[config.mk]
export PLATFORM = sky130hd
export DESIGN_NAME = normal_mode_sequencer
export DESIGN_NICKNAME = d
export VERILOG_FILES = /design/src/rtl/normal_mode_sequencer_pkg.sv /design/src/rtl/normal_mode_sequencer_lane_countdown.sv /design/src/rtl/normal_mode_sequencer.sv
export SDC_FILE = /design/constraint.sdc
export NUM_CORES = 1
export LEC_CHECK = 0
export ABC_AREA = 0
export CAP_MARGIN = 25
export CORE_MARGIN = 10
export CORE_UTILIZATION = 50
export DETAILED_ROUTE_END_ITERATION = 7
export PLACE_DENSITY = 0.79
export REMOVE_ABC_BUFFERS = 1
export SLEW_MARGIN = 20
export SYNTH_ARGS = -nofsm -noshare
export SYNTH_HDL_FRONTEND = slang
export SYNTH_HIERARCHICAL = 1
export SYNTH_SLANG_ARGS = --single-unit
[constraint.sdc]
create_clock -name clk -period 3.54 [get_ports clk]
set_input_delay 1.062 -clock clk [delete_from_list [all_inputs] [get_ports clk]]
set_output_delay 1.062 -clock clk [all_outputs]
set_load 0.02 [all_outputs]
[src/rtl/normal_mode_sequencer_pkg.sv]
// Shared constants for the intersection sequencer: light codes, phase codes and time limits.
package normal_mode_sequencer_pkg;

    localparam logic [2:0] LIGHT_RED    = 3'b100;
    localparam logic [2:0] LIGHT_YELLOW = 3'b010;
    localparam logic [2:0] LIGHT_GREEN  = 3'b001;

    localparam logic [6:0] MAX_TIME = 7'd99;
    localparam logic [6:0] MIN_TIME = 7'd1;

    typedef enum logic [2:0] {
        IDLE = 3'd0,
        L1G  = 3'd1,
        L1Y  = 3'd2,
        L2G  = 3'd3,
        L2Y  = 3'd4
    } phase_t;

    // A zero duration would never reach the advance condition, so run it as a single tick.
    function automatic logic [6:0] clamp_one(input logic [6:0] v);
        return (v == 7'd0) ? 7'd1 : v;
    endfunction

endpackage

[src/rtl/normal_mode_sequencer_lane_countdown.sv]
// Per-lane seconds counter: load has priority over decrement; satOne holds the count at 1.
module lane_countdown (
    input  logic       clk,
    input  logic       reset,
    input  logic       load,
    input  logic [6:0] loadValue,
    input  logic       dec,
    input  logic       satOne,
    output logic [6:0] count
);

    logic [6:0] r_count;

    always_ff @(posedge clk or posedge reset) begin
        if (reset) begin
            r_count <= 7'd0;
        end else if (load) begin
            r_count <= loadValue;
        end else if (dec && (r_count != 7'd0) && !(satOne && (r_count == 7'd1))) begin
            r_count <= r_count - 7'd1;
        end
    end

    assign count = r_count;

endmodule

[src/rtl/normal_mode_sequencer.sv]
// Two-lane run-time light sequencer with per-cycle snapshot of the committed durations.
// Optional build macro TIME_CHECK_EN rejects out-of-range or inconsistent duration sets.
module normal_mode_sequencer
    import normal_mode_sequencer_pkg::*;
#(
    parameter logic [6:0] DEF_GREEN  = 7'd25,
    parameter logic [6:0] DEF_YELLOW = 7'd3,
    parameter logic [6:0] DEF_RED    = 7'd28
) (
    input  logic       clk,
    input  logic       reset,
    input  logic       enable,
    input  logic       tick,
    input  logic [6:0] greenTime,
    input  logic [6:0] yellowTime,
    input  logic [6:0] redTime,
    output logic [2:0] lane1Light,
    output logic [2:0] lane2Light,
    output logic [6:0] timeLane1,
    output logic [6:0] timeLane2,
    output logic [2:0] state,
    output logic       cycleStart
);

    phase_t     r_state;
    phase_t     w_next;
    logic [6:0] r_gSnap, r_ySnap, r_rSnap;
    logic       r_cycleStart;
    logic       w_accept, w_enterL1G;
    logic [6:0] w_gNew, w_yNew, w_rNew;
    logic       w_ld1, w_ld2, w_dec, w_sat1, w_sat2;
    logic [6:0] w_val1, w_val2, w_cnt1, w_cnt2;

`ifdef TIME_CHECK_EN
    assign w_accept = (greenTime >= MIN_TIME + 7'd1) && (yellowTime >= MIN_TIME + 7'd1) &&
                      (greenTime <= MAX_TIME) && (yellowTime <= MAX_TIME) && (redTime <= MAX_TIME) &&
                      ({1'b0, redTime} == ({1'b0, greenTime} + {1'b0, yellowTime}));
`else
    assign w_accept = 1'b1;
`endif

    // Snapshot candidates feed both the snapshot registers and the L1G entry loads.
    assign w_gNew = w_accept ? greenTime  : r_gSnap;
    assign w_yNew = w_accept ? yellowTime : r_ySnap;
    assign w_rNew = w_accept ? redTime    : r_rSnap;

    always_comb begin
        w_next = r_state;
        w_ld1  = 1'b0;
        w_ld2  = 1'b0;
        w_val1 = 7'd0;
        w_val2 = 7'd0;
        if (!enable) begin
            w_next = IDLE;
        end else begin
            case (r_state)
                IDLE:    w_next = L1G;
                L1G:     if (tick && (w_cnt1 == 7'd1)) w_next = L1Y;
                L1Y:     if (tick && (w_cnt1 == 7'd1)) w_next = L2G;
                L2G:     if (tick && (w_cnt2 == 7'd1)) w_next = L2Y;
                L2Y:     if (tick && (w_cnt2 == 7'd1)) w_next = L1G;
                default: w_next = IDLE;
            endcase
        end
        if (w_next != r_state) begin
            case (w_next)
                L1G: begin
                    w_ld1  = 1'b1; w_val1 = clamp_one(w_gNew);
                    w_ld2  = 1'b1; w_val2 = clamp_one(w_rNew);
                end
                L1Y: begin
                    w_ld1  = 1'b1; w_val1 = clamp_one(r_ySnap);
                end
                L2G: begin
                    w_ld2  = 1'b1; w_val2 = clamp_one(r_gSnap);
                    w_ld1  = 1'b1; w_val1 = clamp_one(r_rSnap);
                end
                L2Y: begin
                    w_ld2  = 1'b1; w_val2 = clamp_one(r_ySnap);
                end
                default: begin
                    w_ld1 = 1'b1;
                    w_ld2 = 1'b1;
                end
            endcase
        end
    end

    assign w_enterL1G = (w_next == L1G) && (r_state != L1G);
    assign w_dec      = tick && (r_state != IDLE);
    assign w_sat1     = (r_state == L2G) || (r_state == L2Y);
    assign w_sat2     = (r_state == L1G) || (r_state == L1Y);

    always_ff @(posedge clk or posedge reset) begin
        if (reset) begin
            r_state      <= IDLE;
            r_cycleStart <= 1'b0;
            r_gSnap      <= DEF_GREEN;
            r_ySnap      <= DEF_YELLOW;
            r_rSnap      <= DEF_RED;
        end else begin
            r_state      <= w_next;
            r_cycleStart <= w_enterL1G;
            if (w_enterL1G) begin
                r_gSnap <= w_gNew;
                r_ySnap <= w_yNew;
                r_rSnap <= w_rNew;
            end
        end
    end

    lane_countdown u_lane1 (
        .clk(clk), .reset(reset), .load(w_ld1), .loadValue(w_val1),
        .dec(w_dec), .satOne(w_sat1), .count(w_cnt1)
    );

    lane_countdown u_lane2 (
        .clk(clk), .reset(reset), .load(w_ld2), .loadValue(w_val2),
        .dec(w_dec), .satOne(w_sat2), .count(w_cnt2)
    );

    always_comb begin
        lane1Light = LIGHT_RED;
        lane2Light = LIGHT_RED;
        case (r_state)
            L1G:     lane1Light = LIGHT_GREEN;
            L1Y:     lane1Light = LIGHT_YELLOW;
            L2G:     lane2Light = LIGHT_GREEN;
            L2Y:     lane2Light = LIGHT_YELLOW;
            default: ;
        endcase
    end

    assign timeLane1  = w_cnt1;
    assign timeLane2  = w_cnt2;
    assign state      = r_state;
    assign cycleStart = r_cycleStart;

endmodule

==> flow_metrics.tcl <==
set metrics [dict create \
    status "finished clean" \
    synthFlopType "dfrtp_1" \
    place_congestion 0.928 \
    clkPwrFrac_pct 16.3 \
    die_area_sq_um 8530 \
    num_vias 2311 \
    core_sq_um 5110 \
    numCtsBuffers 5 \
    p_leak_nw 1.30 \
    slowest_stage "dfrtp_1" \
    hpwl_um 5590 \
    grt_util_all_layers_pct 16.9 \
    cts_tree "built" \
    nets 343 \
    p_int_mw 1.38 \
    synth-seq-cells 39 \
    worstHoldPathType "reg -> reg" \
    swShare_pct 41.3 \
    post-route-drc-count 0 \
    clock_skew_ns 0.00732 \
    fp.dieW_um 92.4 \
    clk_pin_slew_ns 0.08 \
    rsz0062_at_grt "no" \
    worst_pin_slew_ns 0.675 \
    drtPass1Iterations 5 \
    worstPathRequired_ns 2.48 \
    grt_pass1_wl_um 11900 \
    viasPerCell 6.00 \
    crit_path_max_incr_delay_ns 0.71 \
    setup_violations 0 \
    cpMostUsedCell "nand2_1" \
    tns_ns 0 \
    num-fill-cells 427 \
    cts_resized 0 \
    async_reset_ff_share_pct 100 \
    drt_iter0_drc 239 \
    drive_gt1_share_pct 23.2 \
    grt_pass1_vias 2375 \
    avgSynthCellArea_sq_um 10.1 \
    final_area_sq_um 3320 \
    setup.worst_path.class "reg -> out" \
    core.rowCount 26 \
    cts_root_buffer "clkbuf_8" \
    cts_hold_buf 0 \
    p_per_area_nw_per_um2 706 \
    start_kind "flip-flop" \
    initial_core_util_pct 51.2 \
    yosysWarnings 6 \
    post-cts-setup-buffer-count 0 \
    crit_fanout 17 \
    p_sw_mw 0.967 \
    cts.sinks 39 \
    cts_max_path_buffers 2 \
    port-buffer-count 48 \
    clock_latency_ns 0.29 \
    max-slew-margin-rel_pct 54.5 \
    die_y_um 92.4 \
    period_minus_slack_ns 3.14 \
    synth-seq-area-share_pct 37.7 \
    cp_cell_sequence "nor2_1, nand2_1, nand2_1, inv_1, clkdlybuf4s50_1" \
    fmax_mhz 318 \
    cap_violations 0 \
    fin_crit_sh_pct 88.8 \
    area_delta_synth_final_pct 26.8 \
    power_frac_seq_pct 36.1 \
    pin_count 49 \
    htreeDepth 2 \
    grt_overflow 0 \
    syn_inst 260 \
    vdd_drop_max_mv 0.320 \
    wire_per_inst_um 18.6 \
    synth-edff-count 0 \
    finalHoldViolCount 0 \
    ant_nets 0 \
    cp.arrival_ns 2.08 \
    antenna_cells 0 \
    wirelength_um 7140 \
    pwr-share-comb_pct 47.6 \
    slew_viol_final 0 \
    synth_cell_types 58 \
    placed_cell_area_sq_um 3190 \
    antenna_found_initial 0 \
    endpoint_kind "output pin" \
    grt_max_degree 26 \
    synth_area_sq_um 2620 \
]
## layout by cell type, fill, tap and decap left out, drive strengths merged, types with 2 or more instances in the layout
cell           instances
nor3                   9
xor2                   6
o311ai                 2
nor2b                  5
nand2b                 4
nor4                   4
ha                     4
mux2i                  2
dfrtp                 31
mux2                  25
a222oi                 3
xnor2                  2
o21ai                 20
o22a                   3
a21oi                 15
nand2                 25
clkdlybuf4s50         48
o21bai                 2
clkbuf                 6
buf                   10
dfstp                  8
nand3                 11
or4                    6
and2                   4
nor4b                  4
o31ai                  4
nor2                  11
inv                   15
o2111ai                2
a32oi                  9
## through the flow
step | setup WS (ns) | instances | hold WS [ns] | total power, mW | utilization, %
6_report | 0.395 | 385 | 0.540 | 2.34 | 65.0
2_1_floorplan | 0.868 | 249 | 0.475 | 1.55 | -
3_5_place_dp | 0.388 | 376 | 0.525 | 1.96 | 62.4
5_1_grt | 0.243 | 385 | 0.558 | 2.49 | 65.0
4_1_cts | 0.389 | 384 | 0.543 | 2.35 | 64.7
3_3_place_gp | 0.446 | 376 | 0.500 | 1.93 | 62.4
## power by group through the flow
stage               Clock (mW)  Sequential [mW]  Combinational, mW
global route             0.413            0.873               1.20
floorplan                    0            0.879              0.669
finish                   0.382            0.845               1.11
detailed placement           0            0.850               1.11
CTS                      0.394            0.841               1.11
global placement             0            0.847               1.08
## final cells by class
cell class              instances  area (sq um)  share of cell area (%)
clock buffers                   6          82.6                    2.49
clock inverters                 2          35.0                    1.06
inverters                      15          56.3                    1.70
multi-input cells             195          1510                    45.4
flip-flops and latches         39           986                    29.7
well taps                      70          87.6                    2.64
repair buffers                 58           563                    17.0
## metal layers
| metal | up-vias | track usage, % | routed length [um] |
|---|---|---|---|
| li1 | 1073 | - | - |
| met3 | 13 | 3.39 | 514 |
| met2 | 115 | 28.4 | 3540 |
| met4 | 0 | 4.63 | 101 |
| met1 | 1110 | 21.7 | 2990 |
| met5 | - | 0 | 0 |
## synthesized netlist by cell type (all sizes together), types with 3 or more instances
| master | number | area, sq um |
|---|---|---|
| a21oi | 15 | 78.8 |
| a222oi | 3 | 30.0 |
| a32oi | 9 | 78.8 |
| and2 | 4 | 27.5 |
| buf | 7 | 52.5 |
| clkbuf | 4 | 15.0 |
| dfrtp | 31 | 776 |
| dfstp | 8 | 210 |
| ha | 4 | 50.1 |
| inv | 15 | 56.3 |
| mux2 | 25 | 282 |
| nand2 | 25 | 101 |
| nand2b | 4 | 25.0 |
| nand3 | 11 | 55.1 |
| nor2 | 11 | 48.8 |
| nor2b | 5 | 33.8 |
| nor3 | 9 | 45.0 |
| nor4 | 4 | 40.0 |
| nor4b | 4 | 65.1 |
| o21ai | 20 | 108 |
| o22a | 3 | 27.5 |
| o31ai | 4 | 57.6 |
| or4 | 6 | 45.0 |
| xor2 | 6 | 52.6 |
## cell families (layout without fill, tap and decap cells)
family,count (synthesis),in the layout,share of synthesized area [%]
AO/OA/AOI/OAI,69,69,20.8
XOR/XNOR,8,8,2.68
adder cells (fa/ha/maj),5,5,2.34
buffers and inverters,26,81,4.73
flip-flops,39,39,37.7
multiplexers,27,27,12.0
AND/OR/NAND/NOR,86,86,19.8
## critical path: cells and delay by family (launching register included)
kind                   cells  cell delay [ns]
flip-flops                 1             0.71
buffers and inverters      2             0.66
AND/OR/NAND/NOR            3             0.43
## path summary, 6_finish.rpt
kind	start	endpoint	slack, ns	depth (start not counted)
setup / recovery	state[0]	lane2Light[2]	0.40	5
hold / removal	r_rSnap[0]	r_rSnap[0]	0.54	1
setup reg to reg	state[0]	r_gSnap[6]	1.23	5
hold reg to reg	r_rSnap[0]	r_rSnap[0]	0.54	1
max in group asynchronous	reset	r_rSnap[2]	1.84	4
min in group asynchronous	reset	u_lane2/count[5]	1.07	2
## flip-flops by register name, indices dropped and copies added (netlist names)
register / count
state: 3
u_lane1/count: 7
r_ySnap: 7
cycleStart: 1
r_rSnap: 7
r_gSnap: 7
u_lane2/count: 7
Power figures use the tool's default switching activity.
